==> src/rtl/branch_predictor_btb.sv <==
// rtl/branch_predictor_btb.sv - direct-mapped branch target buffer with saturating direction counters
//
// Purpose: fetch gets a zero-latency next-PC prediction from registered table
// state; execute reports resolved control instructions, which update the table
// on the next edge, raise a combinational flush request and supply the refetch PC.
// Saturating lookup and mispredict counters support performance runs.
//
// Ports:
//   CLK, nRST            clock (rising edge), asynchronous active-low reset
//   clear                synchronous invalidate of every entry (stats kept)
//   lookup_en/lookup_pc  fetch lookup valid and PC
//   pred_hit/pred_taken  lookup result: tag hit, predicted taken
//   pred_pc              predicted next PC
//   update_en/update_*   resolved instruction from execute (pc, outcome, target)
//   ex_pred_taken/pc     prediction carried down the pipe with that instruction
//   mispredict           flush request
//   correct_pc           PC to refetch
//   stat_lookups         saturating count of lookups
//   stat_mispredicts     saturating count of mispredicts
module branch_predictor_btb #(
  parameter int ENTRIES  = 16,
  parameter int PC_W     = 32,
  parameter int CTR_BITS = 2,
  parameter int CTR_INIT = 1,
  parameter int STAT_W   = 32
) (
  input  logic              CLK,
  input  logic              nRST,
  input  logic              clear,
  input  logic              lookup_en,
  input  logic [PC_W-1:0]   lookup_pc,
  output logic              pred_hit,
  output logic              pred_taken,
  output logic [PC_W-1:0]   pred_pc,
  input  logic              update_en,
  input  logic [PC_W-1:0]   update_pc,
  input  logic              update_taken,
  input  logic [PC_W-1:0]   update_target,
  input  logic              ex_pred_taken,
  input  logic [PC_W-1:0]   ex_pred_pc,
  output logic              mispredict,
  output logic [PC_W-1:0]   correct_pc,
  output logic [STAT_W-1:0] stat_lookups,
  output logic [STAT_W-1:0] stat_mispredicts
);

  localparam int IDX_W = $clog2(ENTRIES);
  localparam int TAG_W = PC_W - IDX_W - 2;

  localparam logic [CTR_BITS-1:0] CTR_RST  = CTR_BITS'(CTR_INIT);
  localparam logic [CTR_BITS-1:0] CTR_MAX  = {CTR_BITS{1'b1}};
  localparam logic [CTR_BITS-1:0] CTR_WEAK = CTR_BITS'(1) << (CTR_BITS - 1);
  localparam logic [STAT_W-1:0]   STAT_MAX = {STAT_W{1'b1}};

  logic                valid_q  [ENTRIES];
  logic [TAG_W-1:0]    tag_q    [ENTRIES];
  logic [PC_W-1:0]     target_q [ENTRIES];
  logic [CTR_BITS-1:0] ctr_q    [ENTRIES];

  logic [STAT_W-1:0] lookups_q;
  logic [STAT_W-1:0] mispredicts_q;

  // Word-aligned PCs: bits [1:0] never take part in indexing or tagging.
  logic [IDX_W-1:0] lk_idx;
  logic [TAG_W-1:0] lk_tag;
  logic [IDX_W-1:0] up_idx;
  logic [TAG_W-1:0] up_tag;
  logic             up_hit;

  assign lk_idx = lookup_pc[IDX_W+1:2];
  assign lk_tag = lookup_pc[PC_W-1:IDX_W+2];
  assign up_idx = update_pc[IDX_W+1:2];
  assign up_tag = update_pc[PC_W-1:IDX_W+2];
  assign up_hit = valid_q[up_idx] && (tag_q[up_idx] == up_tag);

  // Prediction reads registered state only, so a same-cycle update to the
  // same index is not visible until the following cycle.
  always_comb begin
    pred_hit   = valid_q[lk_idx] && (tag_q[lk_idx] == lk_tag);
    pred_taken = pred_hit && ctr_q[lk_idx][CTR_BITS-1];
    pred_pc    = pred_taken ? target_q[lk_idx] : lookup_pc + PC_W'(4);
  end

  // A taken branch is only correctly predicted if the carried target matched too.
  always_comb begin
    mispredict = update_en &&
                 ((update_taken != ex_pred_taken) ||
                  (update_taken && (update_target != ex_pred_pc)));
    correct_pc = update_taken ? update_target : update_pc + PC_W'(4);
  end

  always_ff @(posedge CLK or negedge nRST) begin
    if (!nRST) begin
      for (int i = 0; i < ENTRIES; i++) begin
        valid_q[i]  <= 1'b0;
        tag_q[i]    <= '0;
        target_q[i] <= '0;
        ctr_q[i]    <= CTR_RST;
      end
    end else if (clear) begin
      for (int i = 0; i < ENTRIES; i++) begin
        valid_q[i] <= 1'b0;
        ctr_q[i]   <= CTR_RST;
      end
    end else if (update_en) begin
      if (up_hit) begin
        if (update_taken) begin
          target_q[up_idx] <= update_target;
          if (ctr_q[up_idx] != CTR_MAX) ctr_q[up_idx] <= ctr_q[up_idx] + CTR_BITS'(1);
        end else if (ctr_q[up_idx] != '0) begin
          ctr_q[up_idx] <= ctr_q[up_idx] - CTR_BITS'(1);
        end
      end else if (update_taken) begin
        // Direct-mapped: allocation simply evicts whatever aliases this index.
        valid_q[up_idx]  <= 1'b1;
        tag_q[up_idx]    <= up_tag;
        target_q[up_idx] <= update_target;
        ctr_q[up_idx]    <= CTR_WEAK;
      end
    end
  end

  always_ff @(posedge CLK or negedge nRST) begin
    if (!nRST) begin
      lookups_q     <= '0;
      mispredicts_q <= '0;
    end else begin
      if (lookup_en && (lookups_q != STAT_MAX)) lookups_q <= lookups_q + STAT_W'(1);
      if (mispredict && (mispredicts_q != STAT_MAX)) mispredicts_q <= mispredicts_q + STAT_W'(1);
    end
  end

  assign stat_lookups     = lookups_q;
  assign stat_mispredicts = mispredicts_q;

endmodule

==> config.mk <==
export PLATFORM = sky130hd
export DESIGN_NAME = branch_predictor_btb
export DESIGN_NICKNAME = d
export VERILOG_FILES = /design/src/rtl/branch_predictor_btb.sv
export SDC_FILE = /design/constraint.sdc
export NUM_CORES = 2
export LEC_CHECK = 0
export CAP_MARGIN = 5
export CORE_MARGIN = 1
export CORE_UTILIZATION = 40
export CTS_CLUSTER_DIAMETER = 30
export DETAILED_ROUTE_END_ITERATION = 8
export PLACE_DENSITY = 0.68
export SETUP_SLACK_MARGIN = 0.4
export SYNTH_ARGS = -nofsm -noshare
export SYNTH_HDL_FRONTEND = slang
export SYNTH_SLANG_ARGS = --single-unit
==> constraint.sdc <==
create_clock -name CLK -period 5.75 [get_ports CLK]
set_input_delay 0.8625 -clock CLK [delete_from_list [all_inputs] [get_ports CLK]]
set_output_delay 0.8625 -clock CLK [all_outputs]
set_load 0.01 [all_outputs]
Word-level counts from Yosys, hierarchy flattened
Cells that the tools add are included.
{"block": "word_totals", "regBits": 1040, "inputBits": 135}
{"block": "op_classes", "n_bitwise": 8, "n_addsub": 6, "n_reduce_logical": 18, "eq_ne": 9, "order_cmp": 3, "muxes": 46}
{"cell": "512-bit bitwise mux", "n": 1}
{"cell": "416-bit bitwise mux", "n": 1}
{"cell": "32-bit two-way mux", "n": 12}
{"cell": "26-bit binary-select mux with 4-bit select", "n": 2}
{"cell": "26-bit two-way mux", "n": 5}
{"cell": "32-bit binary-select mux with 4-bit select", "n": 1}
{"cell": "32-bit demux with 4-bit select", "n": 1}
{"cell": "26-bit demux with 4-bit select", "n": 1}
{"cell": "32-bit by 1-bit adder with 32-bit output (second input constant)", "n": 2}
{"cell": "32-bit by 3-bit adder with 32-bit output (second input constant)", "n": 2}
{"cell": "32-bit bitwise mux", "n": 2}
{"cell": "16-bit two-way mux", "n": 4}
{"cell": "32-bit inequality test (second input constant)", "n": 2}
{"cell": "26-bit equality test", "n": 2}
{"cell": "32-bit inequality test", "n": 1}
{"cell": "16-bit bitwise OR", "n": 2}
{"cell": "16-bit AND", "n": 1}
{"cell": "2-bit binary-select mux with 4-bit select", "n": 2}
{"cell": "16-bit NOT", "n": 1}
{"cell": "5-bit >= comparator (second input constant)", "n": 2}
{"cell": "2-bit two-way mux", "n": 5}
{"cell": "4-bit NOT with 5-bit output", "n": 2}
{"cell": "1-bit binary-select mux with 4-bit select", "n": 2}
{"cell": "2-bit demux with 4-bit select", "n": 1}
{"cell": "other kinds (15)", "n": 33}

Longest topological paths before layout
{"block": "depth", "ltp_word": 11, "depth_mapped": 18, "ltp_nobuf": 10}

Worst setup path before layout
Ideal clock, no wire load.
{"block": "synth_timing", "path_type": "input to output", "from": "in lookup_pc[2]", "to": "out pred_pc[26]", "path_buffers": 4, "cell_stages": 12, "arrival_time_ns": 4.510, "required_ns": 4.888, "path_slack_ns": 0.377, "path_cell_list": "buf_2 -> buf_1 -> mux4_2 -> mux4_2 -> xor2_1 -> nor4_1 -> nand4_1 -> nor4_2 -> and2_1 -> buf_2 -> buf_2 -> mux2_2"}
{"block": "synth_between", "elab_chain_len": 8, "elab_cells_between_ends": 18}
{"item": "start, declared", "line_no": "31", "text": "input logic [PC_W-1:0] lookup_pc,"}
{"item": "4-bit NOT with 5-bit output (implied by the code) *", "line_no": "79", "text": "pred_hit = valid_q[lk_idx] && (tag_q[lk_idx] == lk_tag);"}
{"item": "26-bit binary-select mux with 4-bit select", "line_no": "79"}
{"item": "26-bit two-way mux (implied by the code) (2 in a row)", "line_no": "79"}
{"item": "26-bit equality test", "line_no": "79"}
{"item": "1-bit logical AND *", "line_no": "79"}
{"item": "named net pred_hit", "line_no": "32", "text": "output logic pred_hit,"}
{"item": "1-bit logical AND *", "line_no": "80", "text": "pred_taken = pred_hit && ctr_q[lk_idx][CTR_BITS-1];"}
{"item": "named net pred_taken", "line_no": "33", "text": "output logic pred_taken,"}
{"item": "32-bit two-way mux *", "line_no": "81", "text": "pred_pc = pred_taken ? target_q[lk_idx] : lookup_pc + PC_W'(4);"}
{"item": "end, declared", "line_no": "34", "text": "output logic [PC_W-1:0] pred_pc,"}
Mark *: on every way through the listed nets, which the timed path passes. The rest lies on a longest branch. The select of a mux whose other input is x is not followed.

Worst setup path in the final report
{"block": "layout_timing", "from": "in lookup_pc[2]", "to": "out pred_pc[18]"}
{"block": "layout_between", "elab_chain_len": 8, "elab_cells_between_ends": 18}
{"item": "4-bit NOT with 5-bit output (implied by the code)", "line_no": "79, 80, 81"}
{"item": "26-bit binary-select mux with 4-bit select", "line_no": "79"}
{"item": "26-bit two-way mux (implied by the code) (2 in a row)", "line_no": "79"}
{"item": "26-bit equality test", "line_no": "79"}
{"item": "1-bit logical AND", "line_no": "79"}
{"item": "1-bit logical AND", "line_no": "80"}
{"item": "32-bit two-way mux *", "line_no": "81"}
Mark *: on every way between the ends. The rest lies on a longest branch, timed or not. The select of a mux whose other input is x is not followed.

==> out/results.ini <==
[timing]
period_share_pct = 97.1
relSlewSlack_pct = 23.7
period_minus_slack_ns = 5.58
fmax_mhz = 179
skew_ns = 0.0990
tns_ns = 0
slew_viol_final = 0
tightest_slew_ns = 1.14
finalHoldViolCount = 0
whs_ns = 0.114
setup_viol_count_final = 0
rsz0062_at_grt = yes

[final_layout]
final-instance-count-excl-fill = 6134
fin_area_um2 = 69000
nets = 4300
area.growth.synth_to_final_pct = 27.2
drive_above_1_share_pct = 48.4

[synthesis]
synth_top_family_by_area = multiplexers
synth_area_leaders = dfrtp_1, mux2_2, mux4_2
synth_area_um2 = 54200
synth_seq_cells = 1040
netlist_instances = 3783
synth_top_area_share_pct = 47.2
yosysSeqAreaShare_pct = 48.0
yosys.area_share.simple_pct = 4.63
synthTopCellsByCount = dfrtp_1, mux2_2, mux4_2
synth.area.mux_share_pct = 38.2
synth_edf_count = 0
ys_types = 69
synth-compound-area-share_pct = 2.37
synth.most_common_cell = dfrtp_1
synthArstFlopShare_pct = 100
synthAdderAreaFrac_pct = 0.208
syn_avg_cell_area_um2 = 14.3
synthXorXnorAreaFrac_pct = 3.18
synth_ff_type = dfrtp_1
yosys_warnings = 0
synth_largest_area_cell = dfrtp_1
syn_nets = 3927

[cts]
clock_sinks = 1040
clk_path_buf_depth = 3
path_clk_slew_ns = 0.04
cts_buffers = 236
cts_hold_buf = 0
cts_tree = done
h-tree-depth = 4
cts_root_buffer = clkbuf_16
clk_latency_ns = 0.84

[outcome]
status = finished clean

[worst_hold_path]
holdCritPathClass = primary input to asynchronous set/reset pin

[place]
dpl_cell_area_um2 = 59800
port_buffers = 265
gp_congestion = 0.931
dp_hpwl_mm = 113
dp_cells = 5661

[setup_path]
path_max_fanout = 8
path_cells = buf_16 > buf_16 > buf_12 > buf_8 > mux4_2 > mux4_2 > xor2_1 > nor4_1 > nand3_1 > nor4_4 > buf_4 > and2_4 > buf_12 > buf_12 > buf_12 > buf_6 > mux2_4 > buf_6
worst_setup_path_start_kind = primary input
crit_start = lookup_pc[2]
required_ns = 4.89
critical_path.most_common_cell = buf_12
path_class = primary input to output pin
path_buf_inv = 10
regToRegStartpoint = tag_q[165]
slowest_stage = mux4_2
critPathTopFamily = multiplexers
slowest_delay_ns = 0.54
worstPathArrival_ns = 4.72
endpoint_kind = output pin

[floorplan]
start_util_pct = 40.5
die_h_um = 370
core_area_um2 = 134000
rows = 134
io_pins = 266
die_w_um = 370
dieArea_um2 = 137000

[drt]
avgViaCountPerCell = 5.97
drtIter0Drc = 3615
via_count = 36600
detail_route.wl_per_cell_um = 28.6
dr.pass1.iters = 5
ant_nets = 0
drc = 0
wl_mm = 175

[power]
power_leakage_nw = 31.0
total_power_mw = 26.8
power.density_nw_per_um2 = 388
vdd_drop_max_v = 0.000342

[grt]
grt_usage_pct = 25.8
grt_max_degree = 147
grt_pass1_wl_mm = 260
antenna_found_initial = 12
first_global_vias = 38000
grt.overflow.total = 0

[job]
maxCapViolations = 0

kinds of logic after synthesis:
family | after synthesis
XOR/XNOR | 197
AND/OR/NAND/NOR | 483
AO/OA/AOI/OAI | 184
buffers and inverters | 388
multiplexers | 1482
adder cells (fa/ha/maj) | 9
flip-flops | 1040
registers in the layout (all words and copies together), names as in the netlist:
signal            flops
target_q            512
tag_q               416
ctr_q                32
stat_lookups         32
stat_mispredicts     32
valid_q              16
placed cells by master, fill, tap and decap left out, types with 29 or more instances in the layout:
cell and n:
bufinv_16 45, mux2_2 969, nand2_1 103, mux4_2 365, clkbuf_16 239, dfrtp_1 1024
a22oi_1 31, o21ai_0 39, buf_4 169, nand4_1 39, clkinvlp_4 29, buf_12 61
mux2i_1 128, clkbuf_8 36, clkinv_2 42, clkdlybuf4s50_1 222, and3_1 45, nand3_1 51
xnor2_1 107, xor2_1 90, nor2_1 85
report_power, final:
part / switching (mW) / internal, mW / leakage, nW
clock network: 4.54 / 10.0 / 4.23
registers: 0.622 / 8.26 / 13.8
logic: 1.50 / 1.85 / 13.0
total: 6.66 / 20.1 / 31.0
path summary, 6_finish.rpt:
path                            cells after the start             endpoint  slack, ns
worst max-delay path                               18          pred_pc[18]       0.17
worst min-delay path                                1  stat_mispredicts[9]       0.11
worst max register to register                     12           tag_q[332]       1.66
worst min register to register                      1     stat_lookups[24]       0.48
max in group asynchronous                           2        target_q[147]       4.16
min in group CLK                                    2           valid_q[3]       0.38
metrics by stage:
| step | utilization (%) | worst slack [ns] |
|---|---|---|
| 5_1_grt | 51.5 | 0.191 |
| 4_1_cts | 51.4 | 0.202 |
| 2_1_floorplan | - | 0.419 |
| 6_report | 51.5 | 0.169 |
| 3_3_place_gp | 44.6 | -0.0571 |
| 3_5_place_dp | 44.6 | 0.00946 |
worst reg2reg max path, cell delays in order (launching register included):
cell       delay [ns]
dfrtp_1          0.39
mux4_1           0.55
mux4_2           0.50
xnor2_1          0.15
buf_4            0.17
o311ai_1         0.13
a2111oi_2        0.23
o2111ai_1        0.18
or3_2            0.54
buf_12           0.20
or2b_2           0.26
buf_12           0.22
mux2_2           0.36
metal layers:
metal  part of all wire (%)  global-route usage, %
met1                     41                   35.4
met2                     45                   38.4
met3                     10                   7.37
met4                    3.7                   9.96
met5                  0.047                      0
layout make-up:
cell class / count / area, µm²
clock inverter: 151 / 2270
sequential: 1040 / 26000
antenna: 4 / 10.0
clock buffer: 293 / 6510
fill: 10800 / 64900
timing repair buffer: 501 / 5310
tap: 1768 / 2210
inverter: 22 / 82.6
multi-input combinational: 2355 / 26600
repair_timing:
action / CTS / global route
gates resized for setup: 150 / 8
pin swaps: 2 / 4
setup buffers: 12 / 10
gates cloned: 2 / 1
endpoints found under the setup margin: 34 / 35
No activity file was read; power rests on OpenSTA's default activity.
